$ cat config.mk
export PLATFORM = sky130hd
export DESIGN_NAME = port_bridge_flat
export DESIGN_NICKNAME = d
export VERILOG_FILES = /design/src/rtl/port_bridge_if.sv /design/src/rtl/port_bridge.sv /design/src/flat_wrapper.sv
export SDC_FILE = /design/constraint.sdc
export NUM_CORES = 1
export LEC_CHECK = 0
export BUFFER_PORTS_ARGS = -buffer_cell sky130_fd_sc_hd__buf_2
export CORE_MARGIN = 5
export CORE_UTILIZATION = 50
export CTS_CLUSTER_DIAMETER = 120
export DETAILED_ROUTE_END_ITERATION = 7
export PLACE_DENSITY_LB_ADDON = 0.25
export SLEW_MARGIN = 0
export SYNTH_ARGS = -nofsm -noshare
export SYNTH_HDL_FRONTEND = slang
export SYNTH_SLANG_ARGS = --single-unit
$ cat constraint.sdc
create_clock -name clk -period 13.7 [get_ports clk]
set_input_delay 0 -clock clk [delete_from_list [all_inputs] [get_ports clk]]
set_output_delay 0 -clock clk [all_outputs]
set_load 0.02 [all_outputs]
$ cat src/rtl/port_bridge_if.sv
// port_bridge_if
// Bundles the CPU-side port strobes and both external-device handshakes of
// the port bridge so that a single interface carries them.
//   CPU side    : port_write_in, port_read_in, PORT_in, port_data_in,
//                 port_data_out, stall_out
//   OUT device  : ext_out_valid_out, ext_out_ready_in, ext_out_port_out,
//                 ext_out_data_out
//   IN device   : ext_in_valid_in, ext_in_ready_out, ext_in_port_in,
//                 ext_in_data_in
//   Status      : in_fresh_out, fifo_count_out
// The slave modport is the bridge itself; the master modport is whatever
// drives it (memory stage plus external devices, or a bench).
interface port_bridge_if #(
  parameter int DEPTH = 4
);
  localparam int CW = $clog2(DEPTH) + 1;

  logic          port_write_in;
  logic          port_read_in;
  logic [3:0]    PORT_in;
  logic [15:0]   port_data_in;
  logic [15:0]   port_data_out;
  logic          stall_out;

  logic          ext_out_valid_out;
  logic          ext_out_ready_in;
  logic [3:0]    ext_out_port_out;
  logic [15:0]   ext_out_data_out;

  logic          ext_in_valid_in;
  logic          ext_in_ready_out;
  logic [3:0]    ext_in_port_in;
  logic [15:0]   ext_in_data_in;

  logic [15:0]   in_fresh_out;
  logic [CW-1:0] fifo_count_out;

  modport slave (
    input  port_write_in, port_read_in, PORT_in, port_data_in,
    output port_data_out, stall_out,
    output ext_out_valid_out, ext_out_port_out, ext_out_data_out,
    input  ext_out_ready_in,
    input  ext_in_valid_in, ext_in_port_in, ext_in_data_in,
    output ext_in_ready_out,
    output in_fresh_out, fifo_count_out
  );

  modport master (
    output port_write_in, port_read_in, PORT_in, port_data_in,
    input  port_data_out, stall_out,
    input  ext_out_valid_out, ext_out_port_out, ext_out_data_out,
    output ext_out_ready_in,
    output ext_in_valid_in, ext_in_port_in, ext_in_data_in,
    input  ext_in_ready_out,
    input  in_fresh_out, fifo_count_out
  );
endinterface

$ cat src/rtl/port_bridge.sv
// port_bridge
// Device-side responder for the processor's 16 I/O ports.
//   OUT direction: CPU port writes {port, data} are queued in a show-ahead
//   FIFO of DEPTH entries and handed to an external device over
//   valid/ready. stall_out asks the CPU to hold its write while full.
//   IN direction: the device writes a 16-entry input register file over
//   valid/ready; the CPU reads it combinationally. A per-port fresh bit
//   marks ports written but not yet read.
// Ports:
//   clk   - rising-edge clock
//   reset - asynchronous, active-high; clears every register
//   bus   - port_bridge_if.slave carrying CPU and device signals
// Parameters:
//   DEPTH     - OUT FIFO entries, power of two, at least 2
//   OVERWRITE - 1: device may overwrite an unread port,
//               0: device is held off until the CPU reads the port
module port_bridge #(
  parameter int DEPTH     = 4,
  parameter bit OVERWRITE = 1'b1
) (
  input  logic         clk,
  input  logic         reset,
  port_bridge_if.slave bus
);
  localparam int AW = $clog2(DEPTH);
  localparam int CW = AW + 1;

  logic [AW-1:0] wr_ptr;
  logic [AW-1:0] rd_ptr;
  logic [CW-1:0] count;
  logic [3:0]    port_mem [DEPTH];
  logic [15:0]   data_mem [DEPTH];

  logic [15:0]   in_reg [16];
  logic [15:0]   in_fresh;

  logic          full;
  logic          push;
  logic          pop;
  logic          head_valid;
  logic          in_ready;
  logic          in_accept;

  // Full looks only at the registered count, so a pop in the same cycle
  // never frees a slot for the write; this keeps ext_out_ready_in out of
  // the stall path.
  assign full       = (count == CW'(DEPTH));
  assign head_valid = (count != '0);
  assign push       = bus.port_write_in & ~full;
  assign pop        = head_valid & bus.ext_out_ready_in;

  // Ready depends only on the target port's fresh bit, never on valid.
  assign in_ready  = ~reset & (OVERWRITE | ~in_fresh[bus.ext_in_port_in]);
  assign in_accept = bus.ext_in_valid_in & in_ready;

  // OUT FIFO storage and pointers; pointers wrap naturally since DEPTH is
  // a power of two.
  always_ff @(posedge clk or posedge reset) begin
    if (reset) begin
      wr_ptr <= '0;
      rd_ptr <= '0;
      count  <= '0;
      for (int i = 0; i < DEPTH; i++) begin
        port_mem[i] <= 4'd0;
        data_mem[i] <= 16'd0;
      end
    end else begin
      if (push) begin
        port_mem[wr_ptr] <= bus.PORT_in;
        data_mem[wr_ptr] <= bus.port_data_in;
        wr_ptr           <= wr_ptr + AW'(1);
      end
      if (pop) begin
        rd_ptr <= rd_ptr + AW'(1);
      end
      case ({push, pop})
        2'b10:   count <= count + CW'(1);
        2'b01:   count <= count - CW'(1);
        default: count <= count;
      endcase
    end
  end

  // Input register file. The set of the fresh bit is written after the
  // clear so that a device write and a CPU read of the same port in one
  // cycle leave the port marked fresh with the new data.
  always_ff @(posedge clk or posedge reset) begin
    if (reset) begin
      in_fresh <= 16'd0;
      for (int i = 0; i < 16; i++) begin
        in_reg[i] <= 16'd0;
      end
    end else begin
      if (bus.port_read_in) begin
        in_fresh[bus.PORT_in] <= 1'b0;
      end
      if (in_accept) begin
        in_reg[bus.ext_in_port_in]   <= bus.ext_in_data_in;
        in_fresh[bus.ext_in_port_in] <= 1'b1;
      end
    end
  end

  assign bus.stall_out         = bus.port_write_in & full;
  assign bus.ext_out_valid_out = head_valid;
  assign bus.ext_out_port_out  = head_valid ? port_mem[rd_ptr] : 4'd0;
  assign bus.ext_out_data_out  = head_valid ? data_mem[rd_ptr] : 16'd0;
  assign bus.ext_in_ready_out  = in_ready;
  assign bus.port_data_out     = bus.port_read_in ? in_reg[bus.PORT_in] : 16'd0;
  assign bus.in_fresh_out      = in_fresh;
  assign bus.fifo_count_out    = count;
endmodule

$ cat src/flat_wrapper.sv
// flat-port wrapper written by rule: the top's interface ports become plain ports
module port_bridge_flat 
#(
  parameter int DEPTH     = 4,
  parameter bit OVERWRITE = 1'b1
)
  (clk, reset, bus_port_write_in, bus_port_read_in, bus_PORT_in, bus_port_data_in, bus_port_data_out, bus_stall_out, bus_ext_out_valid_out, bus_ext_out_port_out, bus_ext_out_data_out, bus_ext_out_ready_in, bus_ext_in_valid_in, bus_ext_in_port_in, bus_ext_in_data_in, bus_ext_in_ready_out, bus_in_fresh_out, bus_fifo_count_out);
  port_bridge_if #(.DEPTH(DEPTH)) bus_i ();
  input  logic clk;
  input  logic reset;
  input wire logic [$bits(bus_i.port_write_in)-1:0] bus_port_write_in;
  input wire logic [$bits(bus_i.port_read_in)-1:0] bus_port_read_in;
  input wire logic [$bits(bus_i.PORT_in)-1:0] bus_PORT_in;
  input wire logic [$bits(bus_i.port_data_in)-1:0] bus_port_data_in;
  output wire logic [$bits(bus_i.port_data_out)-1:0] bus_port_data_out;
  output wire logic [$bits(bus_i.stall_out)-1:0] bus_stall_out;
  output wire logic [$bits(bus_i.ext_out_valid_out)-1:0] bus_ext_out_valid_out;
  output wire logic [$bits(bus_i.ext_out_port_out)-1:0] bus_ext_out_port_out;
  output wire logic [$bits(bus_i.ext_out_data_out)-1:0] bus_ext_out_data_out;
  input wire logic [$bits(bus_i.ext_out_ready_in)-1:0] bus_ext_out_ready_in;
  input wire logic [$bits(bus_i.ext_in_valid_in)-1:0] bus_ext_in_valid_in;
  input wire logic [$bits(bus_i.ext_in_port_in)-1:0] bus_ext_in_port_in;
  input wire logic [$bits(bus_i.ext_in_data_in)-1:0] bus_ext_in_data_in;
  output wire logic [$bits(bus_i.ext_in_ready_out)-1:0] bus_ext_in_ready_out;
  output wire logic [$bits(bus_i.in_fresh_out)-1:0] bus_in_fresh_out;
  output wire logic [$bits(bus_i.fifo_count_out)-1:0] bus_fifo_count_out;
  assign bus_i.port_write_in = bus_port_write_in;
  assign bus_i.port_read_in = bus_port_read_in;
  assign bus_i.PORT_in = bus_PORT_in;
  assign bus_i.port_data_in = bus_port_data_in;
  assign bus_port_data_out = bus_i.port_data_out;
  assign bus_stall_out = bus_i.stall_out;
  assign bus_ext_out_valid_out = bus_i.ext_out_valid_out;
  assign bus_ext_out_port_out = bus_i.ext_out_port_out;
  assign bus_ext_out_data_out = bus_i.ext_out_data_out;
  assign bus_i.ext_out_ready_in = bus_ext_out_ready_in;
  assign bus_i.ext_in_valid_in = bus_ext_in_valid_in;
  assign bus_i.ext_in_port_in = bus_ext_in_port_in;
  assign bus_i.ext_in_data_in = bus_ext_in_data_in;
  assign bus_ext_in_ready_out = bus_i.ext_in_ready_out;
  assign bus_in_fresh_out = bus_i.in_fresh_out;
  assign bus_fifo_count_out = bus_i.fifo_count_out;
  port_bridge #(.DEPTH(DEPTH), .OVERWRITE(OVERWRITE)) u_core (.clk(clk), .reset(reset), .bus(bus_i));
endmodule
* Word level (Yosys, flattened, before mapping)
Cells that the tools add are included.
** Storage, ports and cells
- Bits of input ports :: 46
- Output and inout bits :: 58
- Bits in registers :: 359
- Word-level logic and storage cells :: 92
** Cells by class
- Reductions and logical operators :: 6
- Order comparisons :: 10
- Mux-type cells :: 28
- Equal/unequal tests :: 3
- Add/subtract/negate cells :: 4
- Bitwise logic cells :: 13
** Operator list (count)
- $bwmux 256 :: 1
- $mux 16 :: 10
- $bmux 16 s4 :: 1
- $bwmux 64 :: 1
- $demux 16 s4 :: 1
- $bmux 16 s2 :: 1
- $demux 16 s2 :: 1
- $and 16x16->16 :: 1
- $bwmux 16 :: 1
- $mux 4 :: 4
- $not 16->16 :: 1
- $or 16x16->16 :: 1
- $ge 5x5->1 const B :: 2
- $lt 4x5->1 const B :: 2
- $not 4->5 :: 2
- $bmux 4 s2 :: 1
- $demux 1 s4 :: 2
- $demux 4 s2 :: 1
- $ge 4x1->1 const B :: 2
- $ge 3x3->1 const B :: 2
- $not 2->3 :: 2
- $pmux 3 s2 :: 1
- $lt 5x1->1 const B :: 1
- $add 2x1->2 const B :: 2
- 12 further kinds :: 20

* Logic depth before layout (Yosys ltp)
- Depth after elaboration :: 9
- Mapped depth :: 9
- Mapped depth without buffers :: 8

* Least setup slack after synthesis
Ideal clock, no wire load.
- Kind :: input -> output
- Start point :: input reset
- End point :: output bus_ext_in_ready_out
- Stages on the path :: 1
- Path buffers :: 0
- Data required time :: 13.700 ns
- Setup slack :: 6.226 ns
- Arrival time :: 7.474 ns
- Path through :: inv_1
** Between the ends
- Cells in the longest elaborated chain, start to end :: 1
** RTL lines
- start, declared :: line flat_wrapper.sv:10 : input logic reset;
- $not 1->1 :: line port_bridge.sv:53 : assign in_ready = ~reset & (OVERWRITE | ~in_fresh[bus.ext_in_port_in]);
- end, declared :: line flat_wrapper.sv:24 : output wire logic [$bits(bus_i.ext_in_ready_out)-1:0] bus_ext_in_ready_out;
Every way passes these cells.

* Worst setup path in the final report
- Start point :: input bus_PORT_in[1]
- End point :: output bus_port_data_out[7]
** Between the ends
- Cells in the longest elaborated chain, start to end :: 5
** RTL lines
- start, declared :: line flat_wrapper.sv:13 : input wire logic [$bits(bus_i.PORT_in)-1:0] bus_PORT_in;
- $not 4->5 (implied by the code) :: line port_bridge.sv:109 : assign bus.port_data_out = bus.port_read_in ? in_reg[bus.PORT_in] : 16'd0;
- $bmux 16 s4 :: line port_bridge.sv:109
- $mux 16 (implied by the code) (2 in series) :: line port_bridge.sv:109
- $mux 16 :: line port_bridge.sv:109
- end, declared :: line flat_wrapper.sv:15 : output wire logic [$bits(bus_i.port_data_out)-1:0] bus_port_data_out;
Every way passes these cells. The select of a mux whose other input is x is not followed.

==> results by stage <==
Outcome:
- The run finished with clean final reports.

Power and ir drop:
- Summed over all cells, the static leakage comes to just under 9 nW.
- The power density normalized to cell area is around 190 nW/µm².
- The worst-case IR drop observed on VDD is around 0.11 mV.

Synthesis:
- The most used flip-flop cell after synthesis is sky130_fd_sc_hd__dfrtp_1.
- The post-synthesis average cell area is 15.3 µm².
- In this run, synthesis produced a sequential element count of around 360.
- Counting distinct cell types in the post-synthesis netlist gives 39.
- The number of warnings reported in the yosys synthesis log is 0.
- Summed over its instances, the top area cell type makes up a little over half of the synthesized netlist area.
- The number of instances in the synthesized netlist is 1081.
- The number of nets in the synthesized netlist is around 1100.
- The synthesized design contains 0 enable-type register cells.
- Ranked by total cell area, the synthesized netlist is headed by sky130_fd_sc_hd__dfrtp_1 (54%), sky130_fd_sc_hd__mux2_2 (23%), sky130_fd_sc_hd__mux4_2 (7.1%).
- The sequential cell area fraction in the yosys report is 54.3%.
- After synthesis the cells add up to 16500 µm².
- After synthesis, the share of flip-flops with an asynchronous set or reset is 100%.
- The cell type contributing the most total cell area after synthesis is sky130_fd_sc_hd__dfrtp_1.

Die:
- From bottom edge to top edge, the die measures between 150 and 200 µm.
- From left edge to right edge, the die measures 192 µm.
- Pin placement for this block handled 104 I/O pins.
- The initial core utilization is ~51%.
- The initialized floorplan defines 66 standard-cell rows.
- The core region area is 32600 µm².
- The die covers 36800 µm².

Timing:
- Setup repair after global routing left no endpoint under its margin.
- In the finished design, the share of the clock period the worst path needs comes to around a fifth.
- The top achievable clock speed is about 380 MHz.
- The time the final worst path needs with I/O delays and setup is 2.61 ns.
- The relative slew slack is 25.0%.
- The total count of max-transition violations in the final report came to 0.
- Setup violations remaining at the end of the flow were counted as 0.
- Adding up every negative setup slack in the final design gives 0 ns.
- The worst clock skew on the final layout is 0.00804 ns.
- The count of final hold-check violations was 0.
- The pin slew with the least headroom to its limit is 1.13 ns.

Place:
- The routability congestion estimate is 0.733.
- The final HPWL from detailed placement is between 20 and 25 mm.
- The number of port buffers is 103.

Global routing:
- The via count of the first global-routing pass is just over 10000.
- The maximum number of pins on one net before global-route repair is 193.
- The wire length of the first global-routing pass is 59.4 mm.
- The total overflow reported by the global router is 0.
- The initial antenna violation count is 0.
- Global routing used 20.7% of the available tracks across all layers.

Setup path:
- Data on the critical path is required at its endpoint by 13.70 ns.
- The arrival time at the worst endpoint is 2.61 ns.
- Along the worst path, the maximum fanout reaches 62.
- The startpoint-to-endpoint class of the critical path is in -> out.
- The endpoint kind of the worst setup timing path is an output pin.
- The worst setup path is launched from an input pin.

Clock tree:
- Post-CTS repair changed the size of 0 cells.
- The latest clock arrival within the worst-skew pair is 0.51 ns.
- The total clock buffers created by CTS is 39.
- Hold repair after CTS inserted 38 buffers.
- CTS placed an instance of sky130_fd_sc_hd__clkbuf_16 at the clock tree root.
- TritonCTS built the clock tree.
- The clock input transition at the sequential cells of the worst setup and hold paths is 0.06 ns.
- The maximum root-to-sink buffer count is 3.
- The number of buffers added for setup after CTS is 0.
- The count of clock tree sinks is 359.
- The CTS H-tree depth is 2.

Route:
- The total wirelength of the detailed-routed design is 37.3 mm.
- The number of remaining DRC errors is 0.
- Summing over every cut layer, the via total after detailed routing is 9465.
- The ratio of routed vias to standard cells is roughly 5.7.
- The number of routed nets with antenna violations is 0.
- After the first detailed-routing iteration, the DRC count stood at 474.
- Dividing the detail-routed wire length by the instance count gives 22.4 µm.
- The first detailed-routing pass ran for 4 iterations.

Worst hold path:
- The min-delay analysis places its worst path in the category in -> async.

Job:
- Max-cap violations in this run came to 0.

Layout:
- The share of the core filled with cells is 58.0%.
- The register with the most flip-flops in the layout has 256 of them.
- For this run, the post-layout net count is 1247.
- The number of antenna diodes in the final layout is 0.
- The area growth from synthesis to layout is 14.4%.
- Cells with a size suffix above 1 make up approximately 49% of the layout.
[cell usage after synthesis, drive strengths merged (2+ instances only)]
cell type	number
o31ai	16
xnor2	3
and2	23
buf	54
o22ai	16
mux4	52
clkbuf	30
nand3b	2
nand2b	10
mux2	369
a22o	16
inv	7
nand2	23
mux2i	33
xor2	3
and3	5
and4bb	2
ha	5
nor2	4
a22oi	16
o21ai	16
dfrtp	359
nand3	6
or3b	2
nor2b	3
[cell families after synthesis]
kind of cell	Yosys count	synth area share [%]
mux	454	34.8
flops	359	54.3
buf+inv	91	3.42
simple gates	85	3.23
compound gates	80	3.39
xor+xnor	6	0.318
fa+ha+maj	6	0.499
[where the power goes]
group,switching (mW),internal (mW),total (mW)
clock network,0.408,0.671,1.08
logic,0.423,0.527,0.950
registers,0.154,1.35,1.51
[critical path: stages]
cell and delay, ns:
sky130_fd_sc_hd__buf_4 0.54, sky130_fd_sc_hd__buf_4 0.83, sky130_fd_sc_hd__mux2i_1 0.17, sky130_fd_sc_hd__a22o_1 0.26
sky130_fd_sc_hd__o31ai_1 0.50, sky130_fd_sc_hd__buf_2 0.27
[per-layer routing]
layer  up-vias  wire length [µm]  track usage [%]  part of all wire, %
met5         -                 0                0                    0
met4         0               726             4.92                  1.9
met3        49              1590             3.09                  4.3
met2       165             18600             35.0                   50
met1      5045             16400             28.6                   44
li1       4206                 -                -                    -
[area by class of cell]
| class | instances | area (µm²) |
|---|---|---|
| Inverter | 7 | 33.8 |
| Clock inverter | 7 | 138 |
| Tap cell | 442 | 553 |
| Timing Repair Buffer | 157 | 1030 |
| Clock buffer | 62 | 1190 |
| Sequential cell | 359 | 8980 |
| Fill cell | 2586 | 13700 |
| Multi-Input combinational cell | 631 | 6990 |
[metrics by stage]
stage               worst slack, ns  instances  instance area, µm²  hold WS, ns  total power [mW]
floorplan                      3.58       1081               16500        0.119              2.22
global route                  10.95       1665               18900        0.221              3.73
detailed placement            11.07       1558               17200        0.198              2.47
global placement              11.06       1558               17200        0.180              2.44
finish                        11.09       1665               18900        0.135              3.53
CTS                           11.05       1665               18900        0.188              3.57
[placed cells by master, fill, tap and decap left out, types with 23 or more instances in the layout]
cell,netlist,routed
sky130_fd_sc_hd__dlygate4sd3_1,0,38
sky130_fd_sc_hd__mux2_4,27,27
sky130_fd_sc_hd__dfrtp_1,359,359
sky130_fd_sc_hd__mux4_2,52,52
sky130_fd_sc_hd__mux2i_1,33,33
sky130_fd_sc_hd__and2_1,23,23
sky130_fd_sc_hd__mux2_2,334,334
sky130_fd_sc_hd__buf_2,21,102
sky130_fd_sc_hd__clkbuf_16,0,41
[path summary, 6_finish.rpt]
kind / endpoint / slack (ns) / depth (start not counted) / start
min in group clk: u_core.bus.in_fresh_out[12] / 0.22 / 4 / bus_ext_in_port_in[2]
max in group asynchronous: u_core.data_mem[33] / 11.98 / 4 / reset
min reg2reg: u_core.port_mem[5] / 0.48 / 1 / u_core.port_mem[5]
max: bus_port_data_out[7] / 11.09 / 6 / bus_PORT_in[1]
max reg2reg: u_core.bus.fifo_count_out[2] / 11.40 / 8 / u_core.bus.fifo_count_out[1]
min: u_core.in_reg[91] / 0.14 / 3 / reset
Note: power is estimated with default switching activity, not from simulation.
